==> src/rtl/imem_loader_pkg.sv <==
// Shared definitions for the instruction-RAM loader: FSM state encodings and sticky
// error codes, also decoded by the display/debug logic.
package imem_loader_pkg;

    typedef enum logic [3:0] {
        ST_IDLE,
        ST_LEN_HI,
        ST_LEN_LO,
        ST_W_HI,
        ST_W_LO,
        ST_WRITE,
        ST_CHK,
        ST_DONE,
        ST_ERR
    } ldr_state_t;

    localparam logic [1:0] ERR_NONE = 2'd0;
    localparam logic [1:0] ERR_LEN  = 2'd1;
    localparam logic [1:0] ERR_CHK  = 2'd2;
    localparam logic [1:0] ERR_TMO  = 2'd3;

    // States in which a stream byte may be taken (and the inter-byte timer runs).
    function automatic logic isRxState(input ldr_state_t s);
        return (s inside {ST_LEN_HI, ST_LEN_LO, ST_W_HI, ST_W_LO, ST_CHK});
    endfunction

    // Resting states: the only ones where a start pulse re-arms the loader.
    function automatic logic isArmable(input ldr_state_t s);
        return (s inside {ST_IDLE, ST_DONE, ST_ERR});
    endfunction

endpackage

==> src/rtl/ldr_timeout_ctr.sv <==
// Inter-byte watchdog: reloads on clear, counts down while enabled, and flags
// expiry on the enabled cycle that would exhaust the TIMEOUT budget.
module ldr_timeout_ctr #(
    parameter int TIMEOUT = 1000000
) (
    input  logic clk,
    input  logic rst,
    input  logic i_clear,
    input  logic i_enable,
    output logic o_expire
);

    localparam int CW = $clog2(TIMEOUT + 1);

    logic [CW-1:0] r_count;

    always_ff @(posedge clk) begin
        if (rst || i_clear) begin
            r_count <= CW'(TIMEOUT);
        end else if (i_enable && (r_count != '0)) begin
            r_count <= r_count - 1'b1;
        end
    end

    assign o_expire = i_enable && (r_count == CW'(1));

endmodule

==> src/rtl/imem_loader.sv <==
// Host-side instruction-RAM writer: parses a length/words/checksum byte frame,
// writes consecutive 16-bit words from address 0 and stalls the core until verified.
module imem_loader
    import imem_loader_pkg::*;
#(
    parameter int ADDR_W  = 16,
    parameter int DEPTH   = 256,
    parameter int TIMEOUT = 1000000
) (
    input  logic              clk,
    input  logic              rst,
    input  logic              start,
    input  logic              rx_valid,
    input  logic [7:0]        rx_data,
    output logic              rx_ready,
    output logic [ADDR_W-1:0] mem_addr,
    output logic [15:0]       mem_data,
    output logic              mem_wren,
    output logic              cpu_hold,
    output logic              busy,
    output logic              done,
    output logic [1:0]        err,
    output logic [ADDR_W-1:0] words
);

    ldr_state_t        r_state;
    logic [15:0]       r_len;
    logic [7:0]        r_hi;
    logic [7:0]        r_sum;
    logic [ADDR_W-1:0] r_words;
    logic [ADDR_W-1:0] r_memAddr;
    logic [15:0]       r_memData;
    logic              r_memWren;
    logic              r_cpuHold;
    logic              r_done;
    logic [1:0]        r_err;

    logic              w_accept;
    logic              w_start;
    logic              w_expire;
    logic [15:0]       w_lenNext;
    logic [ADDR_W-1:0] w_wordsInc;

    assign rx_ready   = isRxState(r_state);
    assign busy       = !isArmable(r_state);
    assign w_accept   = rx_valid && rx_ready;
    assign w_start    = start && isArmable(r_state);
    assign w_lenNext  = {r_len[15:8], rx_data};
    assign w_wordsInc = r_words + 1'b1;

    ldr_timeout_ctr #(
        .TIMEOUT (TIMEOUT)
    ) u_timeout (
        .clk      (clk),
        .rst      (rst),
        .i_clear  (w_accept || w_start),
        .i_enable (rx_ready && !w_accept),
        .o_expire (w_expire)
    );

    // Expiry and byte acceptance are mutually exclusive, since the timer only runs on idle rx cycles.
    always_ff @(posedge clk) begin
        if (rst) begin
            r_state   <= ST_IDLE;
            r_len     <= '0;
            r_hi      <= '0;
            r_sum     <= '0;
            r_words   <= '0;
            r_memAddr <= '0;
            r_memData <= '0;
            r_memWren <= 1'b0;
            r_cpuHold <= 1'b0;
            r_done    <= 1'b0;
            r_err     <= ERR_NONE;
        end else begin
            r_memWren <= 1'b0;
            if (w_start) begin
                r_state   <= ST_LEN_HI;
                r_done    <= 1'b0;
                r_err     <= ERR_NONE;
                r_words   <= '0;
                r_sum     <= '0;
                r_cpuHold <= 1'b1;
            end else if (w_expire) begin
                r_state <= ST_ERR;
                r_err   <= ERR_TMO;
            end else begin
                case (r_state)
                    ST_LEN_HI: if (w_accept) begin
                        r_len[15:8] <= rx_data;
                        r_sum       <= r_sum + rx_data;
                        r_state     <= ST_LEN_LO;
                    end
                    ST_LEN_LO: if (w_accept) begin
                        r_len[7:0] <= rx_data;
                        r_sum      <= r_sum + rx_data;
                        if (w_lenNext == 16'd0) begin
                            r_state <= ST_CHK;
                        end else if ({1'b0, w_lenNext} > 17'(DEPTH)) begin
                            r_state <= ST_ERR;
                            r_err   <= ERR_LEN;
                        end else begin
                            r_state <= ST_W_HI;
                        end
                    end
                    ST_W_HI: if (w_accept) begin
                        r_hi    <= rx_data;
                        r_sum   <= r_sum + rx_data;
                        r_state <= ST_W_LO;
                    end
                    ST_W_LO: if (w_accept) begin
                        r_sum     <= r_sum + rx_data;
                        r_memData <= {r_hi, rx_data};
                        r_memAddr <= r_words;
                        r_memWren <= 1'b1;
                        r_state   <= ST_WRITE;
                    end
                    ST_WRITE: begin
                        if (r_words != ADDR_W'(DEPTH)) begin
                            r_words <= w_wordsInc;
                        end
                        r_state <= (w_wordsInc == ADDR_W'(r_len)) ? ST_CHK : ST_W_HI;
                    end
                    ST_CHK: if (w_accept) begin
                        if (rx_data == r_sum) begin
                            r_state   <= ST_DONE;
                            r_done    <= 1'b1;
                            r_cpuHold <= 1'b0;
                        end else begin
                            r_state <= ST_ERR;
                            r_err   <= ERR_CHK;
                        end
                    end
                    default: ;
                endcase
            end
        end
    end

    assign mem_addr = r_memAddr;
    assign mem_data = r_memData;
    assign mem_wren = r_memWren;
    assign cpu_hold = r_cpuHold;
    assign done     = r_done;
    assign err      = r_err;
    assign words    = r_words;

endmodule

==> config.mk <==
export PLATFORM = sky130hd
export DESIGN_NAME = imem_loader
export DESIGN_NICKNAME = d
export VERILOG_FILES = /design/src/rtl/imem_loader_pkg.sv /design/src/rtl/ldr_timeout_ctr.sv /design/src/rtl/imem_loader.sv
export SDC_FILE = /design/constraint.sdc
export NUM_CORES = 1
export LEC_CHECK = 0
export CORE_ASPECT_RATIO = 1.75
export CORE_UTILIZATION = 25
export CTS_BUF_LIST = sky130_fd_sc_hd__clkbuf_8
export CTS_CLUSTER_DIAMETER = 100
export DETAILED_ROUTE_END_ITERATION = 8
export HOLD_SLACK_MARGIN = 0.1
export MAX_ROUTING_LAYER = met4
export PLACE_DENSITY = 0.48
export SKIP_CTS_REPAIR_TIMING = 1
export SYNTH_ARGS = -nofsm -noshare
export SYNTH_HDL_FRONTEND = slang
export SYNTH_SLANG_ARGS = --single-unit
==> constraint.sdc <==
create_clock -name clk -period 2.24 [get_ports clk]
set_input_delay 0.224 -clock clk [delete_from_list [all_inputs] [get_ports clk]]
set_output_delay 0.224 -clock clk [all_outputs]
set_load 0.02 [all_outputs]
==> results.md <==
* Row cnt at 70
* Number of synthesized flops with an enable pin at 0
* Most frequent cells in the layout: buf_4 (108), dfxtp_1 (104), nand2_1 (96), nor2_1 (85), clkdlybuf4s50_1 (63)
* Setup TNS at -0.0917 ns
* Max Freq at approximately 430 MHz
* GRT overflow at 0
* Violated checks: setup timing
* Worst hold slack at between 0.4 and 0.5 ns
* Yosys top cell area share at 0.403
* RSZ-0062 raised after global routing: true
* Syn_nets at 696
* Tot Pwr at a little under 4 mW
* HP Class: flip-flop to flip-flop
* Area Growth Syn to Fin at 39.6%
* CP Launch Type: flip-flop
* DR vias at approximately 5,000
* Tcrit/Tclk final at 1.04
* Worst rel slew slack at 0.566
* DIE AREA at about 0.022 sq mm
* Final nets at 840
* Leading area contributor after synthesis: dfxtp_1
* Design area at 0.00756 sq mm
* Metal2 WL at roughly 8800 um
* Syn Std Cell Area at between 0.005 and 0.006 sq mm
* Critical Path Max Stage Delay at approximately 0.55 ns
* CTS root buffer: clkbuf_8
* Top Metal Used: met4
* Worst-path clk slew at 0.11 ns
* Cell count after synthesis at 672
* Hold Crit Start: mem_addr[3]$_SDFFE_PP0P_
* Hold violation count in the final report at 0
* Critical path type: flip-flop to flip-flop
* Seq cells post-synth at between 100 and 150
* Initial core utilization at 0.257
* Final Max Tran Viols at 0
* Clock Latency Late Sink at 0.41 ns
* Final worst slack at -0.0917 ns
* Port bufs at 66
* Antenna-violating nets left at 0
* Vias in the first global route at 4,979
* Max-Cap Viols at 0
* Antenna violations before repair at 0
* Reg2reg start: u_timeout.r_count[3]$_SDFFE_PP0P_
* Layout cell share with drive strength beyond 1 at 0.214
* Cell Area, Placed at about 0.0071 sq mm
* Synth async-reset ratio at 0
* Synth Flop Type: dfxtp_1
* Reg2reg path depth at 7
* Core ar. at 0.0211 sq mm
* DR WL met3 at 465 um
* # diodes at 0
* Worst-Margin Slew at 0.652 ns
* Pre-CTS setup slack at -0.435 ns
* CTS tree: built
* Largest net degree at the start of global routing at between 50 and 60
* GPL Wtd Cong at roughly 0.83
* R2R Setup Slk at -0.09 ns
* Worst Hold Depth at 2
* CP Max Fanout at 4
* Post-DP HPWL at 12,300 um
* VDD IR-drop max at between 0.2 and 0.25 mV
* Post-DR wirelength/cell at around 15 um
* Worst-path cell chain: or4_4 > nor4_4 > buf_4 > or4b_4 > a211oi_4 > nand4_1 > and3_1
* WHS Endpoint: mem_addr[3]$_SDFFE_PP0P_
* Setup violators final at 1
* Crit-path slowest cell: or4_4
* Critical R2R Capture: r_state[0]$_SDFFE_PP0P_
* Clock Tree Buf Depth at 2
* Sink Count at around 110
* Final Non-Filler Cells at 1,109
* Die Y at around 200 um
* Crit. End Element: flip-flop
* Met1 wire length at around 6900 um
* IO Count at 67
* Leakage power at roughly 2.9 nW
* Worst EP required at around 2.5 ns
* Vias per inst at between 4 and 5
* CTS Buf Count at 9
* Finished Core Util at 0.358
* DR iter-0 viols at 184
* DRC Markers at 0
* Final critical-path required period at 2.33 ns
* Final Skew at ~0.023 ns
* Synth cell types at 59
* DR pass1 iterations at 4
* Die W at around 110 um
* Number of synthesis warnings at 0
* Sequential area share after synthesis at 0.403
* CP arrival at between 2 and 3 ns
* Routed WL at approximately 17,000 um
* CTS H-tree lvls at 3
* First-pass GRT wire length at 26,600 um
* Cell total after placement at around 1,100
* Mean Syn Cell Area at 8.06 sq um
* PwrDens at between 500 and 600 mW/mm^2
* Status: complete, but fails checks
* All-Layer GR Usage at 0.158
* Most common cell after layout, fill and taps aside: buf_4
* Synth area leaders: dfxtp_1 (40%), nand2_1 (6.9%), nor2_1 (6.0%)
==> cells in the mapped netlist, types with 12 or more instances <==
library cell and count:
xnor2_1 28, xor2_1 22, clkbuf_1 39, mux2i_1 23, nand4_1 12, inv_1 17
dfxtp_1 109, nand3_1 14, a21oi_1 60, nor2_1 86, nand2_1 99, nor3_1 22
==> report_power, final <==
group	total [mW]	internal, mW	switching (mW)
registers	1.99	1.97	0.0227
clock network	1.31	0.535	0.776
logic	0.573	0.262	0.311
total	3.87	2.76	1.11
==> registers in the layout (all words and copies together), names as in the netlist <==
signal and count:
r_state 4, mem_addr 16, cpu_hold 1, r_hi 8, mem_wren 1, words 16, r_len 16, err 2
r_sum 8, u_timeout.r_count 20, done 1, mem_data 16
==> worst max-delay path, delay by kind of cell (launching register included) <==
| family | cells | cell delay [ns] |
|---|---|---|
| AND/OR/NAND/NOR | 5 | 1.48 |
| flip-flops | 1 | 0.34 |
| AO/OA/AOI/OAI | 1 | 0.24 |
| buffers and inverters | 1 | 0.16 |
==> per-layer routing <==
layer	track usage	vias up
met5	-	-
met4	0.0668	0
met3	0.0249	29
met2	0.283	84
met1	0.172	2437
li1	-	2594
==> worst max-delay path by stage <==
| stage | start | end | slack [ns] | cells past startpoint |
|---|---|---|---|---|
| floorplan | u_timeout.r_count[10]$_SDFFE_PP0P_ | r_state[0]$_SDFFE_PP0P_ | -0.08 | 8 |
| global placement | rx_data[6] | err[0]$_SDFFE_PP0P_ | -0.48 | 8 |
| detailed placement | rx_data[1] | r_sum[7]$_SDFFE_PP0P_ | -0.43 | 9 |
| CTS | r_state[2]$_SDFFE_PP0P_ | busy | -0.34 | 5 |
| global route | u_timeout.r_count[3]$_SDFFE_PP0P_ | r_state[0]$_SDFFE_PP0P_ | -0.18 | 7 |
| finish | u_timeout.r_count[3]$_SDFFE_PP0P_ | r_state[0]$_SDFFE_PP0P_ | -0.09 | 7 |
==> final cells by class <==
class / count / area, sq um
flip-flops and latches: 109 / 2190
repair buffers: 179 / 1550
multi-input cells: 500 / 3180
fillers: 2244 / 13500
well taps: 288 / 360
clock inverters: 7 / 85.1
inverters: 17 / 63.8
clock buffers: 9 / 124
==> kinds of logic after synthesis <==
family          synth area share
buf+inv                   0.0457
xor+xnor                  0.0809
fa+ha+maj                 0.0291
simple gates               0.271
flops                      0.403
mux                       0.0425
compound gates             0.128
Note: power is estimated with default switching activity, not from simulation.
